### src/rtl/alu_op_sequencer.sv
// Command-issuing front end for the 8-bit combinational ALU: accepts one request at a time,
// drives the ALU for a settle window, then returns the captured 16-bit result.
module alu_op_sequencer #(
    parameter int SETTLE_CYCLES = 1,   // legal range 1..15
    parameter int NUM_OPCODES   = 24
) (
    input  logic        clk,
    input  logic        rst_n,
    input  logic        req_valid,
    output logic        req_ready,
    input  logic [4:0]  req_cmd,
    input  logic [7:0]  req_a,
    input  logic [7:0]  req_b,
    input  logic        req_chain,
    output logic        rsp_valid,
    input  logic        rsp_ready,
    output logic [15:0] rsp_result,
    output logic        rsp_err,
    output logic [7:0]  alu_a,
    output logic [7:0]  alu_b,
    output logic [4:0]  alu_command,
    output logic        alu_enable,
    input  logic [15:0] alu_y,
    output logic [15:0] op_count
);

    localparam logic [4:0] CMD_DIV     = 5'd3;
    localparam logic [4:0] CMD_MOD     = 5'd12;
    localparam logic [5:0] NUM_OPC     = 6'(NUM_OPCODES);
    localparam logic [3:0] SETTLE_LAST = 4'(SETTLE_CYCLES - 1);

    typedef enum logic [1:0] {
        IDLE,
        DRIVE,
        RESP
    } state_t;

    state_t      state_reg;
    logic [3:0]  settle_reg;
    logic [7:0]  last_a_reg;     // only the low byte of the last good result is ever reused
    logic        cmd_legal;
    logic        div_by_zero;

    assign cmd_legal   = ({1'b0, req_cmd} < NUM_OPC);
    assign div_by_zero = ((alu_command == CMD_DIV) || (alu_command == CMD_MOD)) && (alu_b == 8'd0);

    always_ff @(posedge clk) begin
        if (!rst_n) begin
            state_reg   <= IDLE;
            settle_reg  <= 4'd0;
            last_a_reg  <= 8'd0;
            req_ready   <= 1'b0;
            rsp_valid   <= 1'b0;
            rsp_result  <= 16'd0;
            rsp_err     <= 1'b0;
            alu_a       <= 8'd0;
            alu_b       <= 8'd0;
            alu_command <= 5'd0;
            alu_enable  <= 1'b0;
            op_count    <= 16'd0;
        end else begin
            case (state_reg)
                IDLE: begin
                    alu_enable <= 1'b0;
                    rsp_valid  <= 1'b0;
                    if (req_valid && req_ready) begin
                        alu_command <= req_cmd;
                        alu_b       <= req_b;
                        alu_a       <= req_chain ? last_a_reg : req_a;
                        settle_reg  <= 4'd0;
                        req_ready   <= 1'b0;
                        if (cmd_legal) begin
                            alu_enable <= 1'b1;
                            state_reg  <= DRIVE;
                        end else begin
                            // Illegal opcodes never touch the ALU.
                            rsp_valid  <= 1'b1;
                            rsp_result <= 16'd0;
                            rsp_err    <= 1'b1;
                            state_reg  <= RESP;
                        end
                    end else begin
                        req_ready <= 1'b1;
                    end
                end
                DRIVE: begin
                    req_ready <= 1'b0;
                    if (settle_reg == SETTLE_LAST) begin
                        rsp_result <= alu_y;
                        rsp_err    <= div_by_zero;
                        rsp_valid  <= 1'b1;
                        alu_enable <= 1'b0;
                        state_reg  <= RESP;
                    end else begin
                        settle_reg <= settle_reg + 4'd1;
                    end
                end
                RESP: begin
                    alu_enable <= 1'b0;
                    if (rsp_ready) begin
                        rsp_valid <= 1'b0;
                        req_ready <= 1'b1;
                        state_reg <= IDLE;
                        if (!rsp_err) begin
                            last_a_reg <= rsp_result[7:0];
                        end
                        if (op_count != 16'hFFFF) begin
                            op_count <= op_count + 16'd1;
                        end
                    end
                end
                default: begin
                    state_reg <= IDLE;
                end
            endcase
        end
    end

endmodule

### config.mk
export PLATFORM = sky130hd
export DESIGN_NAME = alu_op_sequencer
export DESIGN_NICKNAME = d
export VERILOG_FILES = /design/src/rtl/alu_op_sequencer.sv
export SDC_FILE = /design/constraint.sdc
export NUM_CORES = 1
export LEC_CHECK = 0
export ABC_AREA = 1
export CORE_ASPECT_RATIO = 0.5
export CORE_UTILIZATION = 50
export DETAILED_ROUTE_END_ITERATION = 10
export GPL_TIMING_DRIVEN = 0
export PLACE_DENSITY = 0.89
export SLEW_MARGIN = 20
export SYNTH_ARGS = -nofsm -noshare
export SYNTH_HDL_FRONTEND = slang
export SYNTH_SLANG_ARGS = --single-unit
### constraint.sdc
create_clock -name clk -period 3.1 [get_ports clk]
set_input_delay 0.31 -clock clk [delete_from_list [all_inputs] [get_ports clk]]
set_output_delay 0.31 -clock clk [all_outputs]
set_load 0.005 [all_outputs]
After elaboration in Yosys (flattened, before gate mapping)
Cells that the tools add are included.
{ "word_totals": {"out_inout_bits": 57, "word_cells": 72, "regBits": 71} }
{ "classes": {"n_addsub": 2, "reduce_logical": 17, "magnitude_cmp": 1, "n_eq_ne": 10, "bitwise": 1, "mux": 29} }
{ "ops": {"columns": ["cell", "count"], "rows": [
  ["two-way mux 16 bit", 3],
  ["case mux 16 bit (2 select lines)", 1],
  ["adder 16 x 1 -> 16 bit, second input constant", 1],
  ["!= test 16 bit, second input constant", 1],
  ["AND reduction 3 bit", 5],
  ["two-way mux 1 bit", 12],
  ["!= test 2 bit, second input constant", 5],
  ["case mux 1 bit (3 select lines)", 3],
  ["zero test 8 bit", 1],
  ["two-way mux 2 bit", 4],
  ["two-way mux 4 bit", 2],
  ["two-way mux 8 bit", 1],
  ["case mux 4 bit (2 select lines)", 1],
  ["case mux 2 bit (3 select lines)", 1],
  ["AND reduction 2 bit", 3],
  ["== test 5 x 2 -> 1 bit, second input constant", 1],
  ["== test 5 x 4 -> 1 bit, second input constant", 1],
  ["less-than comparator 5 bit, second input constant", 1],
  ["adder 4 x 1 -> 4 bit, second input constant", 1],
  ["zero test 4 bit", 1],
  ["AND reduction 4 bit", 1],
  ["nonzero test 3 bit", 1],
  ["== test 2 x 1 -> 1 bit, second input constant", 1],
  ["== test 2 bit, second input constant", 1],
  ["6 further kinds", 7]
]} }

Longest topological paths before layout
Gate-level depths: netlist (run 1).
{ "logic_depth": {"depth_word": 5, "mapped_depth": 11, "ltp_nobuf": 11} }

Least setup slack after synthesis (run 1)
OpenSTA, ideal clock, no wires.
{ "synth_path": {"path_kind": "flip-flop to flip-flop", "startpoint": "reg op_count[0]", "endpoint": "reg op_count[10]", "path_stages_with_launch": 10, "period_less_slack_ps": 1523, "n_path_buf": 1, "required_ps": 2968, "setup_slack_ps": 1577, "arrival_time_ps": 1391, "path_cell_list": "dfxtp_1 -> ha_1 -> inv_1 -> nor2_2 -> nand2_1 -> nor2_1 -> nor2_1 -> buf_2 -> nand2_1 -> a21oi_1"} }
{ "synth_via": {"elab_chain_cells": 2, "word_cells_on_any_way": 3} }
{ "synth_lines": {"columns": ["item", "line", "rtl"], "rows": [
  ["from (decl)", "24", "output logic [15:0] op_count"],
  ["from (signal assigned)", "108", "op_count <= op_count + 16'd1;"],
  ["parallel branches: the longest is 2 deep, another holds adder 16 x 1 -> 16 bit", null, null]
]} }
Several ways; the timed one is not identified.
A chain may end at the register's enable or synchronous reset.

Worst setup path after layout (run 1)
{ "layout_path": {"startpoint": "reg state_reg[0]", "endpoint": "reg last_a_reg[1]"} }
{ "layout_via": {"elab_chain_cells": 2} }
{ "layout_lines": {"columns": ["item", "line", "rtl"], "rows": [
  ["from (decl)", "38", "state_t state_reg;"],
  ["from (signal assigned)", "49", "state_reg <= IDLE;"],
  ["from (signal assigned)", "74", "state_reg <= DRIVE;"],
  ["from (signal assigned)", "80", "state_reg <= RESP;"],
  ["== test 2 bit", "62", "case (state_reg)"],
  ["AND reduction 3 bit (no line)", null, null],
  ["to (signal assigned)", "105", "last_a_reg <= rsp_result[7:0];"],
  ["to (decl)", "40", "logic [7:0] last_a_reg;"]
]} }
No other way between the ends.

==> flow_summary_export.csv, run 1 <==
group,metric,value,unit
clock_tree,cts_max_path_buffers,2,
synth,synth_top_cells_by_area,"dfxtp_1, nand2_1, a21oi_1, nor2_1, o21ai_0",
die,die-area,0.00686,mm^2
critical_path,endpoint_kind,"register",
clock_tree,htreeDepth,3,
worst_hold_path,hold_path_end,"rsp_result[12]",
placed_design,portBuffers,97,
global_route,grt_pass1_wl,14900,um
sta,hold_slack,0.458,ns
final_layout,areaGrowthSynthToFinish,42.1,%
die,die_h,59.1,um
sta,clock_skew,0.00673,ns
routing,drt-total-wl,9210,um
sta,tightest_slew,0.661,ns
synth,synth.top_cell.area_share,43.7,%
global_route,grt_max_degree,15,
synth,syn_area_per_cell,7.27,um^2
critical_path,crit_path_frequent_cell,"nor2_1",
clock_tree,cts.sinks,71,
sta,relSlewSlack,55.9,%
critical_path,cp.required,3.33,ns
placed_design,gp_congestion,0.898,
synth,ys_ff_latch,71,
final_layout,reg_top3,"op_count: 16 flops, rsp_result: 16 flops",
die,io_pins,99,
sta,drv_slew,0,
sta,period_minus_slack,2.08,ns
clock_tree,cts_root_buf,"clkbuf_16",
routing,drtIter0Drc,271,
critical_path,worstSetupPathType,"register to register",
die,core,0.00618,mm^2
synth,synthXorXnorAreaFrac,1.88,%
sta,fmax,0.481,GHz
critical_path,cp-start-kind,"register",
routing,antenna_left,0,
sta,rsz0062_at_grt,"false",
outcome,status,"complete, no violations",
sta,final.period_utilization,67.1,%
sta,setup_violations,0,
worst_hold_path,hold_path_class,"register to register",
placed_design,dpl.hpwl,6320,um
synth,yosysSeqAreaShare,43.7,%
sta,hold_viol_final,0,
critical_path,crit_path_top_delay_cell,"nor2_1",
final_layout,drive_gt1_share,6.77,%
die,fp.dieW,116,um
critical_path,cp_top_family,"simple AND/OR/NAND/NOR gates",
synth,synthAdderAreaFrac,2.69,%
synth,syn-cell-area,0.00326,mm^2
flow_run,timing.max_cap.violations,0,
global_route,track_usage,28.6,%
final_layout,mostFrequentLayoutCells,"nand2_1, clkdlybuf4s50_1, dfxtp_1",
routing,vias_per_cell,5.32,
worst_hold_path,holdPathStages,2,
global_route,first_global_vias,3183,
pwr,peakVddDrop,0.363,mV
worst_hold_path,hp-start,"rsp_result[12]",
clock_tree,cts_buffers,9,
critical_path,reg2reg_from,"state_reg[0]",
clock_tree,clk-insertion-delay-late,0.34,ns
routing,vias,3455,
synth,synth_compound_area_share,15.1,%
final_layout,antenna_cells,0,
pwr,power.leakage,1.77,nW
critical_path,r2r_slack,1.02,ns
routing,drcViolationCount,0,
die,initial_core_util,52.7,%
synth,synth-simple-area-share,27.4,%
clock_tree,post-cts-setup-buffers,0,
sta,tns,0,ns
synth,yosys.area.top_type,"dfxtp_1",
critical_path,cp_max_fo,9,
final_layout,nNetsFinal,605,
clock_tree,cts_tree,"built",
final_layout,layout_commonest_cell,"nand2_1",
synth,synthCells,448,
critical_path,timing.rr.end,"last_a_reg[1]",
critical_path,crit_buf_inv,2,
critical_path,cp_cell_sequence,"inv_1 -> ha_1 -> nand2_1 -> nor2_1 -> inv_1 -> nor2_1 -> nor2_1",
global_route,grt_overflow,0,
synth,syn_nets,497,
pwr,power,3.01,mW
synth,synthMuxAreaShare,2.46,%
synth,synth_top_family_by_area,"simple AND/OR/NAND/NOR gates",
critical_path,cpPeakStageDelay,0.50,ns
synth,synth_warnings,0,
clock_tree,cts_resized,0,
clock_tree,path_clk_slew,0.06,ns
synth,ys_types,26,
clock_tree,holdBufCountCts,0,
critical_path,ff2ff_path_depth,7,
die,rows,20,
global_route,antenna_found_initial,0,
pwr,powerDensity,650,mW/mm^2
critical_path,crit_arrival,2.30,ns
routing,firstDrtPassIters,5,
routing,wire_per_inst,14.2,um
==> worst min-delay path: cells and delay by family (launching register included) <==
kind	cells	cell delay [ns]
flip-flops	1	0.31
AND/OR/NAND/NOR	1	0.06
AO/OA/AOI/OAI	1	0.05
==> power breakdown <==
part           internal, mW  switching [mW]
logic                 0.380           0.498
clock network         0.576           0.430
registers              1.04          0.0851
total                  2.00            1.01
==> logic make-up after synthesis <==
| family | after synthesis |
|---|---|
| mux | 8 |
| xor+xnor | 7 |
| fa+ha+maj | 7 |
| simple gates | 207 |
| compound gates | 95 |
| buf+inv | 53 |
| flops | 71 |
==> routing by layer <==
layer | track usage, % | share of wire [%] | vias to the layer above | wire (um)
li1 | - | - | 1692 | -
met1 | 35.3 | 43 | 1607 | 3960
met2 | 48.4 | 49 | 142 | 4500
met3 | 8.69 | 6.5 | 14 | 600
met4 | 9.16 | 1.6 | 0 | 146
met5 | 0 | 0 | - | 0
==> cells in the mapped netlist <==
cell type	instances
a21oi_1	61
a31oi_1	1
buf_1	2
buf_2	5
buf_4	3
buf_6	1
clkbuf_1	7
dfxtp_1	71
ha_1	7
inv_1	32
inv_2	3
mux2i_1	8
nand2_1	105
nand2_2	5
nand3_1	15
nand3_4	1
nand3b_1	1
nand4_1	22
nor2_1	53
nor2_2	3
nor3_1	2
o21ai_0	30
o21ai_4	1
o22ai_1	2
xnor2_1	3
xor2_1	4
==> final cells by class <==
cell class                 instances  area [um^2]
sequential                        71         1420
fill                             463         1550
tap                               88          110
multi-input combinational        324         1610
clock inverter                     6         51.3
clock buffer                      10          239
buffer                            18         92.6
inverter                          35          131
timing repair buffer              97          971
==> stage by stage <==
step	std cells	utilization (%)	setup WS [ns]	cell area [um^2]
6_report	649	74.9	1.02	4630
3_5_place_dp	633	70.2	1.00	4340
2_1_floorplan	448	-	1.58	3260
5_1_grt	649	74.9	0.867	4630
3_3_place_gp	633	70.2	1.05	4340
4_1_cts	649	74.9	1.05	4630
==> worst max-delay path by stage <==
stage               cells past startpoint            end  slack, ns    startpoint
floorplan                               9   op_count[10]       1.58   op_count[0]
global placement                        5  rsp_result[5]       1.05         rst_n
detailed placement                      5  rsp_result[4]       1.00         rst_n
CTS                                     7  last_a_reg[1]       1.05  state_reg[0]
global route                            7  last_a_reg[0]       0.87  state_reg[0]
finish                                  7  last_a_reg[1]       1.02  state_reg[0]
Note: power is estimated with default switching activity, not from simulation.
==> inputs of run 2 (changes only) <==
--- a/config.mk
+++ b/config.mk
@@ -7,10 +7,10 @@
 export LEC_CHECK = 0
 export ABC_AREA = 1
 export CORE_ASPECT_RATIO = 0.5
-export CORE_UTILIZATION = 50
+export CORE_UTILIZATION = 47
 export DETAILED_ROUTE_END_ITERATION = 10
 export GPL_TIMING_DRIVEN = 0
-export PLACE_DENSITY = 0.89
+export PLACE_DENSITY = 0.84
 export SLEW_MARGIN = 20
 export SYNTH_ARGS = -nofsm -noshare
 export SYNTH_HDL_FRONTEND = slang
==> constraint.sdc (replaced) <==
create_clock -name clk -period 2.1 [get_ports clk]
set_input_delay 0.21 -clock clk [delete_from_list [all_inputs] [get_ports clk]]
set_output_delay 0.21 -clock clk [all_outputs]
set_load 0.005 [all_outputs]
==> flow_summary_export.csv, run 2 (synthesis gave the netlist of run 1 again) <==
group,metric,value,unit
critical_path,cpPeakStageDelay,0.33,ns
flow_run,timing.max_cap.violations,0,
clock_tree,post-cts-setup-buffers,0,
outcome,status,"complete, no violations",
die,rows,21,
routing,antenna_left,0,
global_route,use_met1,32.1,%
sta,clock_skew,0.00578,ns
pwr,powerDensity,941,mW/mm^2
routing,vias,3319,
final_layout,layout_commonest_cell,"nand2_1",
final_layout,regArea,0.00142,mm^2
clock_tree,cts_max_path_buffers,2,
critical_path,crit_buf_inv,3,
clock_tree,holdBufCountCts,0,
clock_tree,cts_resized,0,
pwr,power.leakage,1.76,nW
worst_hold_path,hold_path_end,"alu_command[0]",
die,die_h,60.9,um
routing,vias_per_cell,5.08,
worst_hold_path,hold_path_class,"primary input to register",
final_layout,drive_gt1_share,6.77,%
worst_hold_path,holdPathStages,3,
sta,drv_slew,0,
placed_design,portBuffers,97,
global_route,use_met2,41.2,%
sta,rsz0062_at_grt,"false",
global_route,grt-busiest-layer,"met2",
die,core,0.00670,mm^2
final_layout,reg_top3,"op_count: 16 flops, rsp_result: 16 flops",
routing,drcViolationCount,0,
sta,hold_viol_final,0,
critical_path,timing.rr.end,"rsp_result[15]",
final_layout,nNetsFinal,605,
worst_hold_path,hp-start,"req_cmd[0]",
final_layout,nFillCells,555,
global_route,track_usage,24.7,%
sta,setup_violations,0,
clock_tree,cts.sinks,71,
global_route,grt_max_degree,15,
critical_path,ff2ff_path_depth,8,
die,fp.dieW,120,um
final_layout,multiInputGateArea,0.00161,mm^2
placed_design,placedCellCount,637,
critical_path,r2r_slack,0.23,ns
routing,drtIter0Drc,284,
global_route,first_global_vias,2897,
critical_path,cp.required,2.29,ns
clock_tree,path_clk_slew,0.06,ns
final_layout,antenna_cells,0,
clock_tree,htreeDepth,3,
critical_path,crit_arrival,2.06,ns
pwr,peakVddDrop,0.482,mV
die,io_pins,99,
critical_path,cp_cell_sequence,"inv_1 -> ha_1 -> inv_2 -> o21ai_4 -> nand3_4 -> buf_2 -> nand2_1 -> a21oi_1",
global_route,met3_usage,5.83,%
clock_tree,cts_root_buf,"clkbuf_16",
final_layout,mostFrequentLayoutCells,"nand2_1, clkdlybuf4s50_1, dfxtp_1",
sta,relSlewSlack,56.6,%
critical_path,cp_top_family,"buffers and inverters",
sta,final.period_utilization,89.1,%
routing,wire_per_inst,13.2,um
critical_path,reg2reg_from,"state_reg[1]",
final_layout,areaGrowthSynthToFinish,42.0,%
die,initial_core_util,48.6,%
global_route,grt_overflow,0,
die,die-area,0.00728,mm^2
sta,fmax,0.534,GHz
clock_tree,cts_buffers,9,
clock_tree,clk-insertion-delay-late,0.33,ns
critical_path,crit_path_top_delay_cell,"dfxtp_1",
sta,tightest_slew,0.652,ns
placed_design,gp_congestion,0.878,
routing,firstDrtPassIters,4,
critical_path,cp_max_fo,10,
global_route,grt_pass1_wl,13800,um
critical_path,cp-start-kind,"register",
placed_design,dpl.hpwl,6190,um
global_route,antenna_found_initial,0,
final_layout,finalNonFillerCells,653,
clock_tree,cts_tree,"built",
critical_path,endpoint_kind,"register",
sta,tns,0,ns
critical_path,worstSetupPathType,"register to register",
sta,period_minus_slack,1.87,ns
routing,drt-total-wl,8610,um
==> run 2: area by class of cell <==
type                            count  share of cell area (%)
Clock inverter                      7                    1.19
Tap cell                           92                    2.49
Timing Repair Buffer               97                    21.0
Multi-Input combinational cell    324                    34.8
Sequential cell                    71                    30.8
Inverter                           35                    2.84
Clock buffer                        9                    4.87
Buffer                             18                    2.00
==> run 2: routing by layer <==
layer / wire length [um] / vias up
met5: 0 / -
met4: 135 / 0
met1: 3940 / 1523
li1: - / 1701
met2: 4130 / 80
met3: 410 / 15
==> run 2: worst max path at each step <==
stage | depth (start not counted) | to | start | slack [ns]
after floorplan | 9 | op_count[10] | op_count[0] | 0.58
after global placement | 5 | rsp_result[4] | rst_n | 0.14
after global routing | 7 | last_a_reg[4] | state_reg[0] | 0.07
final | 8 | rsp_result[15] | state_reg[1] | 0.23
after CTS | 8 | rsp_result[10] | state_reg[1] | 0.25
after detailed placement | 5 | rsp_result[5] | rst_n | 0.11
==> run 2: power breakdown <==
group          internal [mW]  switching [mW]  total, mW
Combinational          0.559           0.703       1.26
Sequential              1.54           0.124       1.66
Clock                  0.811           0.616       1.43
Total                   2.91            1.44       4.35
==> run 2: stage by stage <==
stage                     hold slack [ns]  instance area [um^2]  setup WS [ns]  util (%)  total power, mW
after floorplan                     0.348                  3260          0.577         -             2.39
final                               0.429                  4620          0.228      69.0             4.35
after global routing                0.433                  4620         0.0723      69.0             4.60
after detailed placement            0.455                  4340          0.115      64.8             2.93
after global placement              0.449                  4340          0.139      64.8             2.90
after CTS                           0.424                  4620          0.251      69.0             4.36
==> run 2: worst register-to-register path, stage by stage (launching register included) <==
cell	delay, ns
dfxtp_1	0.33
inv_1	0.10
ha_1	0.30
inv_2	0.12
o21ai_4	0.32
nand3_4	0.18
buf_2	0.23
nand2_1	0.08
a21oi_1	0.06
==> patch 1 (flow settings as in run 2) <==
Reset style: asynchronous (`rst_n`), changed in one clocked block.
--- a/src/rtl/alu_op_sequencer.sv
+++ b/src/rtl/alu_op_sequencer.sv
@@ -44,7 +44,7 @@
     assign cmd_legal   = ({1'b0, req_cmd} < NUM_OPC);
     assign div_by_zero = ((alu_command == CMD_DIV) || (alu_command == CMD_MOD)) && (alu_b == 8'd0);
 
-    always_ff @(posedge clk) begin
+    always_ff @(posedge clk or negedge rst_n) begin
         if (!rst_n) begin
             state_reg   <= IDLE;
             settle_reg  <= 4'd0;
Behaviour: differs if rst_n is asserted again (counterexample within 4 cycles, from zero or initial values and one cycle with rst_n low); with rst_n held inactive, the same outputs for 10 cycles.
==> patch 1 against run 2 <==
Sequential cell count stayed put. Clock skew is 0.00068 ns higher. Total power is 39% higher. Critical path depth is 1 lower. Wire length is 2.2% lower. Fmax is 5.6% higher. Design area is 7.4% higher. Synthesized area is 8.0% higher. Worst setup slack better by 0.10 ns.
==> patch 1: results <==
export IMPL_critPathMaxFanout=10
export IMPL_synth_commonest_cells="nand2_1, dfrtp_1, inv_1"
export IMPL_portBuffers=98
export IMPL_met3_length_um=524
export IMPL_synthArstFlopShare_pct=100
export IMPL_syn_num_nets=491
export IMPL_path_delay_family="buffers and inverters"
export IMPL_drive_above_1_share_pct=8.06
export IMPL_first_global_vias=3082
export IMPL_syn_instance_count=442
export IMPL_grt_use_met1_pct=28.3
export IMPL_nNetsFinal=602
export IMPL_grt_max_degree=45
export IMPL_place_hpwl_mm=5.99
export IMPL_cts_setup_buffers=0
export IMPL_post_place_ws_ns=0.322
export IMPL_worst_clock_skew_ns=0.00646
export IMPL_first_pass_iters=4
export IMPL_hold_path_class="in -> async"
export IMPL_critical_path_max_stage_delay_ns=0.42
export IMPL_fin_cells=650
export IMPL_dr_wl_met2_mm=4.08
export IMPL_met2_usage_pct=39.9
export IMPL_cpMaxStageDelayCell="dfrtp_1"
export IMPL_slew_headroom_pct=69.4
export IMPL_synthFlopType="dfrtp_1"
export IMPL_critPathArrivalTime_ns=2.03
export IMPL_status="finished clean"
export IMPL_wl_met1_mm=3.65
export IMPL_largest_registers="op_count x16, rsp_result x16"
export IMPL_place_inst=633
export IMPL_track_usage_pct=23.5
export IMPL_htreeDepth=3
export IMPL_synth_area_leaders="dfrtp_1, nand2_1, o21ai_0, inv_1, nand3_1"
export IMPL_ys_seq_area_share_pct=50.5
export IMPL_use_met3_pct=7.56
export IMPL_grt_pass1_wl_mm=14.5
export IMPL_ys_types=26
export IMPL_p_leak_nw=2.34
export IMPL_wirelength_mm=8.42
export IMPL_dr_first_iter_drc_count=170
export IMPL_ir_drop_v=0.000755
export IMPL_fill_cells=543
export IMPL_place_gp_congestion=0.811
export IMPL_vias=3166
-- patch 1: final cells by class --
cell class                      count  area share, %
Clock buffer                       10           4.82
Sequential cell                    71           35.8
Clock inverter                      6           1.54
Buffer                              8           1.24
Tap cell                           92           2.32
Multi-Input combinational cell    306           29.5
Timing Repair Buffer              100           20.5
Inverter                           57           4.31
-- patch 1: metrics by stage --
step	util, %	cell area [µm²]	total power, mW
finish	71.3	4960	6.04
global route	71.3	4960	6.47
CTS	71.3	4960	6.09
detailed placement	66.6	4640	4.45
global placement	66.2	4610	4.38
floorplan	-	3520	3.25
-- patch 1: power breakdown --
group	leakage, nW	internal [mW]	switching (mW)	total (mW)
registers	0.940	1.85	0.359	2.21
clock network	0.156	0.972	0.619	1.59
logic	1.25	1.16	1.08	2.24
-- patch 1: logic make-up (layout without fill, tap and decap cells) --
kind of cell             count (synthesis)  count (layout)  synth area share (%)
AND/OR/NAND/NOR                        236             236                  29.1
XOR/XNOR                                 7               7                  1.74
adder cells (fa/ha/maj)                  7               7                  2.49
buffers and inverters                   65             181                  7.83
AO/OA/AOI/OAI                           56              56                  8.26
flip-flops                              71              71                  50.5
-- patch 1: worst paths after layout --
kind | start | endpoint | slack (ns) | cells after the start
worst max-delay path | state_reg[0] | last_a_reg[3] | 0.33 | 7
worst min-delay path | rst_n | alu_b[5] | 0.33 | 2
worst min register to register | rsp_result[14] | rsp_result[14] | 0.48 | 2
min in group clk | alu_y[15] | rsp_result[15] | 0.39 | 3
worst max register to register | state_reg[0] | last_a_reg[3] | 0.33 | 7
max in group asynchronous | rst_n | op_count[10] | 1.23 | 3
-- patch 1: timing repair --
item,4_1_cts,5_1_grt
endpoints found under the setup margin,0,0
hold buffers,1,0
hold endpoints to repair,27,0
==> patch 2 (flow settings as in run 2) <==
Without the edit above. Set the parameter `NUM_OPCODES` to 12 (it was 24).
--- a/src/rtl/alu_op_sequencer.sv
+++ b/src/rtl/alu_op_sequencer.sv
@@ -2,7 +2,7 @@
 // drives the ALU for a settle window, then returns the captured 16-bit result.
 module alu_op_sequencer #(
     parameter int SETTLE_CYCLES = 1,   // legal range 1..15
-    parameter int NUM_OPCODES   = 24
+    parameter int NUM_OPCODES   = 12
 ) (
     input  logic        clk,
     input  logic        rst_n,
Formal check against the unedited RTL: not equivalent (a bounded check fails within 4 cycles, from zero or initial values and one cycle with rst_n low).
==> patch 2 against run 2 <==
Fmax increased by 0.88%. Largest power group unchanged. Total power about the same. Clock power about the same. Final cell count unchanged. Sequential cell count unchanged. Synthesized area increased by 0.88%. Worst hold slack improved by 0.0043 ns. Count of clock-buffer cells in the layout increased by 2. Design area increased by 0.79%. Worst setup slack improved by 0.016 ns. Wire length increased by 1.8%. First-iteration DRC count decreased by 15%.
==> patch 2: results <==
export IMPL_status="finished clean"
export IMPL_hold_start="req_b[1]"
export IMPL_grt_pass1_wl_mm=13.9
export IMPL_cpMaxStageDelayCell="o21ai_4"
export IMPL_critPathArrivalTime_ns=2.04
export IMPL_wirelength_mm=8.77
export IMPL_synth_area_leaders="dfxtp_1, nand2_1, a21oi_1, nor2_1, o21ai_0"
export IMPL_dpl_instance_area_um2=4370
export IMPL_clock_fmax_mhz=539
export IMPL_vias=3356
export IMPL_p_switching_mw=1.39
export IMPL_ys_seq_area_share_pct=43.3
export IMPL_synthXorXnorAreaFrac_pct=2.13
export IMPL_met3_length_um=615
export IMPL_track_usage_pct=24.4
export IMPL_avgSynthCellArea_um2=7.33
export IMPL_hold_path_endpoint="alu_b[1]"
export IMPL_dr_wl_met2_mm=4.14
export IMPL_dr_first_iter_drc_count=241
export IMPL_synth_compound_area_share_pct=14.4
export IMPL_swShare_pct=31.9
export IMPL_p_leak_nw=1.78
export IMPL_vias_per_cell=5.14
export IMPL_place_gp_congestion=0.899
export IMPL_ir_drop_v=0.000580
export IMPL_synthAdderAreaFrac_pct=2.67
export IMPL_first_global_vias=2991
export IMPL_r2r_slack_ns=0.24
export IMPL_drive_above_1_share_pct=7.31
export IMPL_critical_path_max_stage_delay_ns=0.36
export IMPL_first_pass_iters=4
export IMPL_grt_max_degree=13
export IMPL_grt_use_met1_pct=29.8
export IMPL_use_met3_pct=8.33
export IMPL_largest_registers="op_count x16, rsp_result x16"
export IMPL_post_place_ws_ns=0.101
export IMPL_tightest_slew_ns=0.603
export IMPL_syn_num_nets=497
export IMPL_whs_ns=0.433
export IMPL_worst_clock_skew_ns=0.00471
export IMPL_synthMuxAreaShare_pct=2.44
export IMPL_wl_met1_mm=3.84
export IMPL_fill_cells=550
export IMPL_ys_types=29
export IMPL_maxUsedRoutingLayer="met4"
-- patch 2: area by class of cell --
type / count / area (µm²) / share of cell area [%]
Multi-Input combinational cell: 323 / 1630 / 34.9
Sequential cell: 71 / 1420 / 30.5
Timing Repair Buffer: 97 / 971 / 20.8
Clock buffer: 11 / 253 / 5.43
Inverter: 38 / 144 / 3.09
Tap cell: 92 / 115 / 2.47
Buffer: 16 / 96.3 / 2.07
Clock inverter: 5 / 32.5 / 0.698
-- patch 2: worst max-delay path by stage --
| stage | start | end | depth (start not counted) |
|---|---|---|---|
| after floorplan | state_reg[0] | rsp_result[7] | 7 |
| after global placement | rst_n | settle_reg[2] | 5 |
| after detailed placement | rst_n | op_count[2] | 5 |
| after CTS | state_reg[0] | last_a_reg[4] | 7 |
| after global routing | state_reg[1] | rsp_result[5] | 8 |
| final | state_reg[1] | rsp_result[15] | 8 |
